<file path="src/rtl/mips_isa_pkg.sv">
// mips_isa_pkg: MIPS opcode/funct constants, descriptor kinds and halt-word layout
// shared by the instruction encoder and the core's decoder.  Rev 1.0
`default_nettype none
package mips_isa_pkg;

  typedef enum logic [3:0] {
    K_ADDU  = 4'd0,
    K_SUBU  = 4'd1,
    K_AND   = 4'd2,
    K_OR    = 4'd3,
    K_SLTU  = 4'd4,
    K_LW    = 4'd5,
    K_SW    = 4'd6,
    K_BEQ   = 4'd7,
    K_ADDIU = 4'd8,
    K_J     = 4'd9,
    K_LUI   = 4'd10,
    K_ORI   = 4'd11,
    K_BLTZ  = 4'd12
  } kind_e;

  localparam logic [5:0] c_OP_SPECIAL = 6'h00;
  localparam logic [5:0] c_OP_REGIMM  = 6'h01;
  localparam logic [5:0] c_OP_J       = 6'h02;
  localparam logic [5:0] c_OP_BEQ     = 6'h04;
  localparam logic [5:0] c_OP_ADDIU   = 6'h09;
  localparam logic [5:0] c_OP_ORI     = 6'h0D;
  localparam logic [5:0] c_OP_LUI     = 6'h0F;
  localparam logic [5:0] c_OP_LW      = 6'h23;
  localparam logic [5:0] c_OP_SW      = 6'h2B;

  localparam logic [5:0] c_FN_ADDU = 6'h21;
  localparam logic [5:0] c_FN_SUBU = 6'h23;
  localparam logic [5:0] c_FN_AND  = 6'h24;
  localparam logic [5:0] c_FN_OR   = 6'h25;
  localparam logic [5:0] c_FN_SLTU = 6'h2B;

  // A halt is an unconditional jump whose target is its own word address.
  function automatic logic [31:0] halt_word(input logic [25:0] target);
    return {c_OP_J, target};
  endfunction

endpackage
`default_nettype wire

</file>
<file path="src/rtl/instr_stream_encoder_if.sv">
// instr_stream_encoder_if: descriptor handshake between host and encoder.  Rev 1.0
`default_nettype none
interface instr_stream_encoder_if;
  logic        in_valid;
  logic        in_ready;
  logic [3:0]  in_kind;
  logic [4:0]  in_rs;
  logic [4:0]  in_rt;
  logic [4:0]  in_rd;
  logic [15:0] in_imm;
  logic [25:0] in_target;
  logic        seal;

  modport master (
    output in_valid, in_kind, in_rs, in_rt, in_rd, in_imm, in_target, seal,
    input  in_ready
  );

  modport slave (
    input  in_valid, in_kind, in_rs, in_rt, in_rd, in_imm, in_target, seal,
    output in_ready
  );
endinterface
`default_nettype wire

</file>
<file path="src/rtl/instr_field_packer.sv">
// instr_field_packer: combinational kind + fields -> 32-bit MIPS word, with valid flag.  Rev 1.0
`default_nettype none
module instr_field_packer
  import mips_isa_pkg::*;
(
  input  wire logic [3:0]  kind_i,
  input  wire logic [4:0]  rs_i,
  input  wire logic [4:0]  rt_i,
  input  wire logic [4:0]  rd_i,
  input  wire logic [15:0] imm_i,
  input  wire logic [25:0] target_i,
  output logic [31:0]      word_o,
  output logic             valid_o
);

  always_comb begin
    word_o  = 32'd0;
    valid_o = 1'b1;
    case (kind_i)
      K_ADDU:  word_o = {c_OP_SPECIAL, rs_i, rt_i, rd_i, 5'd0, c_FN_ADDU};
      K_SUBU:  word_o = {c_OP_SPECIAL, rs_i, rt_i, rd_i, 5'd0, c_FN_SUBU};
      K_AND:   word_o = {c_OP_SPECIAL, rs_i, rt_i, rd_i, 5'd0, c_FN_AND};
      K_OR:    word_o = {c_OP_SPECIAL, rs_i, rt_i, rd_i, 5'd0, c_FN_OR};
      K_SLTU:  word_o = {c_OP_SPECIAL, rs_i, rt_i, rd_i, 5'd0, c_FN_SLTU};
      K_LW:    word_o = {c_OP_LW,    rs_i, rt_i, imm_i};
      K_SW:    word_o = {c_OP_SW,    rs_i, rt_i, imm_i};
      K_BEQ:   word_o = {c_OP_BEQ,   rs_i, rt_i, imm_i};
      K_ADDIU: word_o = {c_OP_ADDIU, rs_i, rt_i, imm_i};
      K_ORI:   word_o = {c_OP_ORI,   rs_i, rt_i, imm_i};
      // LUI has no source register and BLTZ uses rt as a sub-opcode (0).
      K_LUI:   word_o = {c_OP_LUI,    5'd0, rt_i, imm_i};
      K_BLTZ:  word_o = {c_OP_REGIMM, rs_i, 5'd0, imm_i};
      K_J:     word_o = {c_OP_J, target_i};
      default: valid_o = 1'b0;
    endcase
  end

endmodule
`default_nettype wire

</file>
<file path="src/rtl/instr_stream_encoder.sv">
// instr_stream_encoder: packs descriptors into MIPS words and streams them into
// consecutive instruction-memory words, optionally sealing with a jump-to-self.  Rev 1.0
`default_nettype none
module instr_stream_encoder
  import mips_isa_pkg::*;
#(
  parameter int IMEM_DEPTH = 64,
  parameter int BASE_WORD  = 0,
  parameter int AW         = $clog2(IMEM_DEPTH)
) (
  input  wire logic                clk,
  input  wire logic                reset,
  input  wire logic                clear,
  instr_stream_encoder_if.slave    in_bus,
  output logic                     wr_en,
  output logic [AW-1:0]            wr_addr,
  output logic [31:0]              wr_data,
  output logic [AW:0]              count,
  output logic                     err,
  output logic                     done
);

  localparam logic [1:0] S_ACCEPT = 2'd0;
  localparam logic [1:0] S_SEAL   = 2'd1;
  localparam logic [1:0] S_DONE   = 2'd2;

  localparam logic [AW:0]  c_FULL = (AW+1)'(IMEM_DEPTH);
  localparam logic [25:0]  c_BASE = 26'(BASE_WORD);

  logic [1:0]    state_q, state_d;
  logic [AW:0]   count_q, count_d;
  logic          err_q, err_d;
  logic          wr_en_q, wr_en_d;
  logic [AW-1:0] wr_addr_q, wr_addr_d;
  logic [31:0]   wr_data_q, wr_data_d;

  logic [31:0]   w_word;
  logic          w_kind_ok;
  logic          w_xfer;
  logic [25:0]   w_halt_tgt;

  instr_field_packer u_packer (
    .kind_i   (in_bus.in_kind),
    .rs_i     (in_bus.in_rs),
    .rt_i     (in_bus.in_rt),
    .rd_i     (in_bus.in_rd),
    .imm_i    (in_bus.in_imm),
    .target_i (in_bus.in_target),
    .word_o   (w_word),
    .valid_o  (w_kind_ok)
  );

  assign in_bus.in_ready = (state_q == S_ACCEPT) && !clear && (count_q < c_FULL);
  assign w_xfer          = in_bus.in_valid && in_bus.in_ready;
  assign w_halt_tgt      = c_BASE + 26'(count_q);

  always_comb begin
    state_d   = state_q;
    count_d   = count_q;
    err_d     = err_q;
    wr_en_d   = 1'b0;
    wr_addr_d = wr_addr_q;
    wr_data_d = wr_data_q;
    if (clear) begin
      state_d   = S_ACCEPT;
      count_d   = '0;
      err_d     = 1'b0;
      wr_addr_d = '0;
      wr_data_d = '0;
    end else begin
      case (state_q)
        S_ACCEPT: begin
          if (w_xfer) begin
            if (w_kind_ok) begin
              wr_en_d   = 1'b1;
              wr_addr_d = count_q[AW-1:0];
              wr_data_d = w_word;
              count_d   = count_q + 1'b1;
            end else begin
              err_d = 1'b1;
            end
          end
          // Seal decision uses the count after any same-cycle instruction write.
          if (in_bus.seal) begin
            if (count_d < c_FULL) begin
              state_d = S_SEAL;
            end else begin
              err_d   = 1'b1;
              state_d = S_DONE;
            end
          end
        end
        S_SEAL: begin
          wr_en_d   = 1'b1;
          wr_addr_d = count_q[AW-1:0];
          wr_data_d = halt_word(w_halt_tgt);
          count_d   = count_q + 1'b1;
          state_d   = S_DONE;
        end
        S_DONE:  state_d = S_DONE;
        default: state_d = S_ACCEPT;
      endcase
    end
  end

  always_ff @(posedge clk) begin
    if (reset) begin
      state_q   <= S_ACCEPT;
      count_q   <= '0;
      err_q     <= 1'b0;
      wr_en_q   <= 1'b0;
      wr_addr_q <= '0;
      wr_data_q <= '0;
    end else begin
      state_q   <= state_d;
      count_q   <= count_d;
      err_q     <= err_d;
      wr_en_q   <= wr_en_d;
      wr_addr_q <= wr_addr_d;
      wr_data_q <= wr_data_d;
    end
  end

  assign wr_en   = wr_en_q;
  assign wr_addr = wr_addr_q;
  assign wr_data = wr_data_q;
  assign count   = count_q;
  assign err     = err_q;
  assign done    = (state_q == S_DONE);

endmodule
`default_nettype wire

</file>
<file path="src/flat_wrapper.sv">
// flat-port wrapper written by rule: the top's interface ports become plain ports
module instr_stream_encoder_flat import mips_isa_pkg::*;
#(
  parameter int IMEM_DEPTH = 64,
  parameter int BASE_WORD  = 0,
  parameter int AW         = $clog2(IMEM_DEPTH)
)
  (clk, reset, clear, wr_en, wr_addr, wr_data, count, err, done, in_bus_in_valid, in_bus_in_kind, in_bus_in_rs, in_bus_in_rt, in_bus_in_rd, in_bus_in_imm, in_bus_in_target, in_bus_seal, in_bus_in_ready);
  instr_stream_encoder_if in_bus_i ();
  input  wire logic clk;
  input  wire logic reset;
  input  wire logic clear;
  output logic wr_en;
  output logic [AW-1:0] wr_addr;
  output logic [31:0] wr_data;
  output logic [AW:0] count;
  output logic err;
  output logic done;
  input wire logic [$bits(in_bus_i.in_valid)-1:0] in_bus_in_valid;
  input wire logic [$bits(in_bus_i.in_kind)-1:0] in_bus_in_kind;
  input wire logic [$bits(in_bus_i.in_rs)-1:0] in_bus_in_rs;
  input wire logic [$bits(in_bus_i.in_rt)-1:0] in_bus_in_rt;
  input wire logic [$bits(in_bus_i.in_rd)-1:0] in_bus_in_rd;
  input wire logic [$bits(in_bus_i.in_imm)-1:0] in_bus_in_imm;
  input wire logic [$bits(in_bus_i.in_target)-1:0] in_bus_in_target;
  input wire logic [$bits(in_bus_i.seal)-1:0] in_bus_seal;
  output wire logic [$bits(in_bus_i.in_ready)-1:0] in_bus_in_ready;
  assign in_bus_i.in_valid = in_bus_in_valid;
  assign in_bus_i.in_kind = in_bus_in_kind;
  assign in_bus_i.in_rs = in_bus_in_rs;
  assign in_bus_i.in_rt = in_bus_in_rt;
  assign in_bus_i.in_rd = in_bus_in_rd;
  assign in_bus_i.in_imm = in_bus_in_imm;
  assign in_bus_i.in_target = in_bus_in_target;
  assign in_bus_i.seal = in_bus_seal;
  assign in_bus_in_ready = in_bus_i.in_ready;
  instr_stream_encoder #(.IMEM_DEPTH(IMEM_DEPTH), .BASE_WORD(BASE_WORD), .AW(AW)) u_core (.clk(clk), .reset(reset), .clear(clear), .in_bus(in_bus_i), .wr_en(wr_en), .wr_addr(wr_addr), .wr_data(wr_data), .count(count), .err(err), .done(done));
endmodule
</file>
<file path="config.mk">
export PLATFORM = sky130hd
export DESIGN_NAME = instr_stream_encoder_flat
export DESIGN_NICKNAME = d
export VERILOG_FILES = /design/src/rtl/mips_isa_pkg.sv /design/src/rtl/instr_stream_encoder_if.sv /design/src/rtl/instr_field_packer.sv /design/src/rtl/instr_stream_encoder.sv /design/src/flat_wrapper.sv
export SDC_FILE = /design/constraint.sdc
export NUM_CORES = 1
export LEC_CHECK = 0
export ABC_CLOCK_PERIOD_IN_PS = 5400
export CAP_MARGIN = 20
export CORE_MARGIN = 4
export CORE_UTILIZATION = 40
export DETAILED_ROUTE_END_ITERATION = 8
export GPL_TIMING_DRIVEN = 0
export PLACE_DENSITY = 0.77
export SYNTH_ARGS = -nofsm -noshare
export SYNTH_HDL_FRONTEND = slang
export SYNTH_SLANG_ARGS = --single-unit
</file>
<file path="constraint.sdc">
create_clock -name clk -period 5.4 [get_ports clk]
set_input_delay 1.08 -clock clk [delete_from_list [all_inputs] [get_ports clk]]
set_output_delay 1.08 -clock clk [all_outputs]
set_load 0.005 [all_outputs]
</file>
# After elaboration in Yosys (flattened, before gate mapping)
# Index checks and enable logic that the tools add are counted.
[word_totals] inputBits=66 output_inout_bits=49 ff_bits=49 elab_cells=60
[op_classes] magnitude_cmp=2 mux=23 addsub=1 reduce_logical=11 n_eq_ne=17
[ops] op="$pmux 32 s13" n=1
[ops] op="$mux 32" n=2
[ops] op="$pmux 32 s2" n=1
[ops] op="$mux 7" n=4
[ops] op="$eq 4x4->1 const B" n=5
[ops] op="$eq 4x3->1 const B" n=4
[ops] op="$lt 7x7->1 const B" n=2
[ops] op="$pmux 7 s2" n=1
[ops] op="$reduce_or 13->1" n=1
[ops] op="$mux 6" n=2
[ops] op="$pmux 6 s2" n=1
[ops] op="$eq 4x2->1 const B" n=2
[ops] op="$add 7x1->7 const B" n=1
[ops] op="$mux 1" n=7
[ops] op="$eq 4x1->1 const B" n=1
[ops] op="$logic_not 4->1" n=1
[ops] op="$mux 2" n=2
[ops] op="$ne 2x2->1 const B" n=2
[ops] op="$pmux 2 s2" n=1
[ops] op="$reduce_or 2->1" n=2
[ops] op="$logic_and 1x1->1" n=3
[ops] op="$reduce_and 3->1" n=1
[ops] op="$eq 2x1->1 const B" n=1
[ops] op="$eq 2x2->1 const B" n=1
[ops] op="5 further kinds" n=5

# Depth between registers and ports, before layout
[logic_depth] depth_word=11 depth_mapped=9 depth_no_buf=7

# Cells and area by module
# From an unflattened synthesis, not the netlist that was laid out.
[hier_totals] hier_cells=316 hier_area_um2=2666.3
[by_module_without_submodules] module="instr_stream_encoder" area_per_inst_um2=1961.9 cells_each=216 instances=1 seq_area_each_um2=980.9
[by_module_without_submodules] module="instr_field_packer" area_per_inst_um2=704.4 cells_each=100 instances=1 seq_area_each_um2=0.0

# Least setup slack after synthesis
# Ideal clock, no wire load.
[synth_timing] kind="input-to-output" start="input clear" end="output in_bus_in_ready" t_arrival_ns=1.240 setup_slack_ns=3.080 t_required_ns=4.320 n_path_buf=0 path_stages=1 cell_sequence="nor3_1"
[synth_via] elab_chain_len=3
[synth_lines] item="from (decl)" line="flat_wrapper.sv:12" rtl="input wire logic clear;"
[synth_lines] item="$logic_not 1->1" line="instr_stream_encoder.sv:53" rtl="assign in_bus.in_ready = (state_q == S_ACCEPT) && !clear && (count_q < c_FULL);"
[synth_lines] item="$logic_and 1x1->1 (2 in series)" line="instr_stream_encoder.sv:53"
[synth_lines] item="to (decl)" line="flat_wrapper.sv:27" rtl="output wire logic [$bits(in_bus_i.in_ready)-1:0] in_bus_in_ready;"
# Every way passes these cells.

# Final worst setup path
# Same ends and word-level chain as after synthesis.

==> metrics.txt <==
status completed; async set or reset register ratio after synthesis 0; Initial Utilization 0.424; first-pass GRT wire length 13,500 um; RSZ-0062 raised after global routing false; Remaining DRCs 0; CTS tree built; Worst Setup End Kind output port; Num CTS Buffers 5; fin cells 510; Core Area 6060 um2; Syn Area/Cell 8.15 um2; commonest cells after routing, fill and taps aside 112 x clkdlybuf4s50_1, 48 x dfxtp_1, 35 x nand2_1; Via density 5.49; CP max stage delay 0.53 ns; Die W 88.1 um; simple-gate portion of the synthesized area 0.202; WL/cell 16.4 um; max_slew headroom 0.596; Worst Path Max Fanout 5; worst-margin pin slew 0.599 ns; Clock Tree Root clkbuf_8; WL final 8370 um; post-synthesis compound-gate area fraction 0.288; Synth Instances 315; startpoint types primary input; Buf/Inv on CP 2; final hold violation count 0; setup bufs post-CTS 0; minimum clock period 3.31 ns; clk_lat worst skew 0.30 ns; Setup Skew 0.0109 ns; Hold Buf Count CTS 0; Total Nets Final 505; mapped cell area 2570 um2; Site Rows 28; post-synthesis mux area share 0.0273; WS Path Type in2out; share of cells above drive strength 1 0.0851; total grt overflow 0; GRT Total Usage 0.221; Leak Pwr 1.46 nW; number of I/O port buffers 112; adder-cell share of the synthesized area 0.0283; RD Place Congestion 0.847; clk slew on worst S/H paths 0.08 ns; vias in the first global route 2,711; post-synth net total 386; initial antenna violation count 0; Yosys warning total 0; Finish-stage setup viols 0; Power Dens Cells 203 nW/um2; post-synthesis register bit count 48; final worst path period share 0.613; WP data required 4.32 ns; worst vdd ir 0.000156 V; CTS max path bufs 2; CTS Sinks 48; First DRT Iteration DRCs 181; Fmax 0.302 GHz; critical path's slowest cell clkdlybuf4s50_1; crit-path most repeated cell clkdlybuf4s50_1; ant diodes 0; H-tree levels 2; number of antenna-violating nets in the routed design 0; DP Cell Count 502; IO Count 115; largest net degree at the start of global routing 17; Top delay family on crit path buffers and inverters; setup TNS 0 ns; sequential share of the synthesized area 0.374; Worst Path Arrival 2.23 ns; commonest non-fill, non-tap cell in the layout clkdlybuf4s50_1; crit-path cells clkdlybuf4s50_1 -> nor3_1 -> clkdlybuf4s50_1; post-cts sizing count 0; fin. max-slew vios 0; XOR/XNOR Fraction of Synth Area 0.0205; HPWL after DPL 6560 um; total die area 7770 um2; largest family of logic cells by synthesized area compound AO/OA/AOI/OAI gates; Layout area overhead 51.8%; Hold Path Class reg2reg; Max-Cap Viols 0; via count 2,801; EDFF count, synth 0; DR pass1 iterations 4; post-synth cell types 57; Die Ht 88.1 um; most used flip-flop cell after synthesis dfxtp_1
[synthesized netlist by cell type (all sizes together) (2+ instances only)]
| master | instances | area (um2) |
|---|---|---|
| nand4 | 4 | 25.0 |
| ha | 5 | 62.6 |
| nor3 | 2 | 10.0 |
| a211oi | 4 | 35.0 |
| nor2b | 11 | 68.8 |
| o211ai | 8 | 65.1 |
| a32oi | 3 | 26.3 |
| o22ai | 4 | 25.0 |
| inv | 8 | 30.0 |
| nor2 | 29 | 116 |
| mux2i | 7 | 70.1 |
| clkbuf | 4 | 15.0 |
| nand3 | 7 | 35.0 |
| and3 | 4 | 25.0 |
| a221o | 2 | 20.0 |
| xor2 | 5 | 43.8 |
| a21oi | 32 | 160 |
| nand2 | 37 | 149 |
| dfxtp | 48 | 961 |
| a22oi | 15 | 118 |
| a221oi | 2 | 17.5 |
| nand2b | 4 | 25.0 |
| o21ai | 32 | 171 |
| buf | 17 | 104 |
[flip-flops by register name (all words and copies together), names as in the netlist]
signal,cells
u_core.count,7
u_core.err,1
u_core.wr_en,1
u_core.wr_addr,6
u_core.wr_data,31
u_core.state_q,2
[worst paths after layout]
kind / startpoint / endpoint / slack [ns] / depth (start not counted)
hold / removal: u_core.wr_data[20]$_SDFFE_PP0P_ / u_core.wr_data[20]$_SDFFE_PP0P_ / 0.45 / 2
hold reg to reg: u_core.wr_data[20]$_SDFFE_PP0P_ / u_core.wr_data[20]$_SDFFE_PP0P_ / 0.45 / 2
setup / recovery: clear / in_bus_in_ready / 2.09 / 3
setup reg to reg: u_core.state_q[0]$_SDFFE_PP0P_ / u_core.wr_data[18]$_SDFFE_PP0P_ / 3.41 / 8
[where the power goes]
part	leakage (nW)	internal, W	switching, W
Combinational	1.02	0.0000859	0.0000751
Clock	0.0583	0.000140	0.000129
Sequential	0.388	0.000359	0.00000369
[area by class of cell]
| class | count | area (um2) |
|---|---|---|
| inverters | 8 | 30.0 |
| multi-input cells | 238 | 1460 |
| well taps | 75 | 93.8 |
| repair buffers | 112 | 1120 |
| plain buffers | 21 | 119 |
| flip-flops and latches | 48 | 961 |
| clock inverters | 3 | 47.5 |
| clock buffers | 5 | 68.8 |
| fillers | 531 | 2160 |
[cell families after synthesis]
family | Yosys count
buffers and inverters | 29
AO/OA/AOI/OAI | 113
multiplexers | 7
other | 1
AND/OR/NAND/NOR | 105
flip-flops | 48
XOR/XNOR | 6
adder cells (fa/ha/maj) | 6
[worst register-to-register path, delay by kind of cell (launching register included)]
kind	cells	cell delay (ns)
AND/OR/NAND/NOR	3	0.59
flip-flops	1	0.38
buffers and inverters	2	0.32
AO/OA/AOI/OAI	2	0.32
adder cells (fa/ha/maj)	1	0.31
[metrics by stage]
| step | power, W | hold slack (ns) | setup slack, ns | util | instance area (um2) |
|---|---|---|---|---|---|
| floorplan | 0.000448 | 0.444 | 3.08 | - | 2570 |
| global placement | 0.000529 | 0.436 | 2.11 | 0.624 | 3780 |
| detailed placement | 0.000531 | 0.442 | 2.10 | 0.624 | 3780 |
| CTS | 0.000795 | 0.454 | 2.08 | 0.643 | 3900 |
| global route | 0.000828 | 0.468 | 2.00 | 0.643 | 3900 |
| finish | 0.000792 | 0.450 | 2.09 | 0.643 | 3900 |
[metal layers]
metal  track usage  up-vias  wire (um)
li1              -     1372          -
met1         0.293     1295       3660
met2         0.353      120       3800
met3        0.0564       14        780
met4        0.0687        0        130
met5             0        -          0
(Power assumes the default switching activity.)
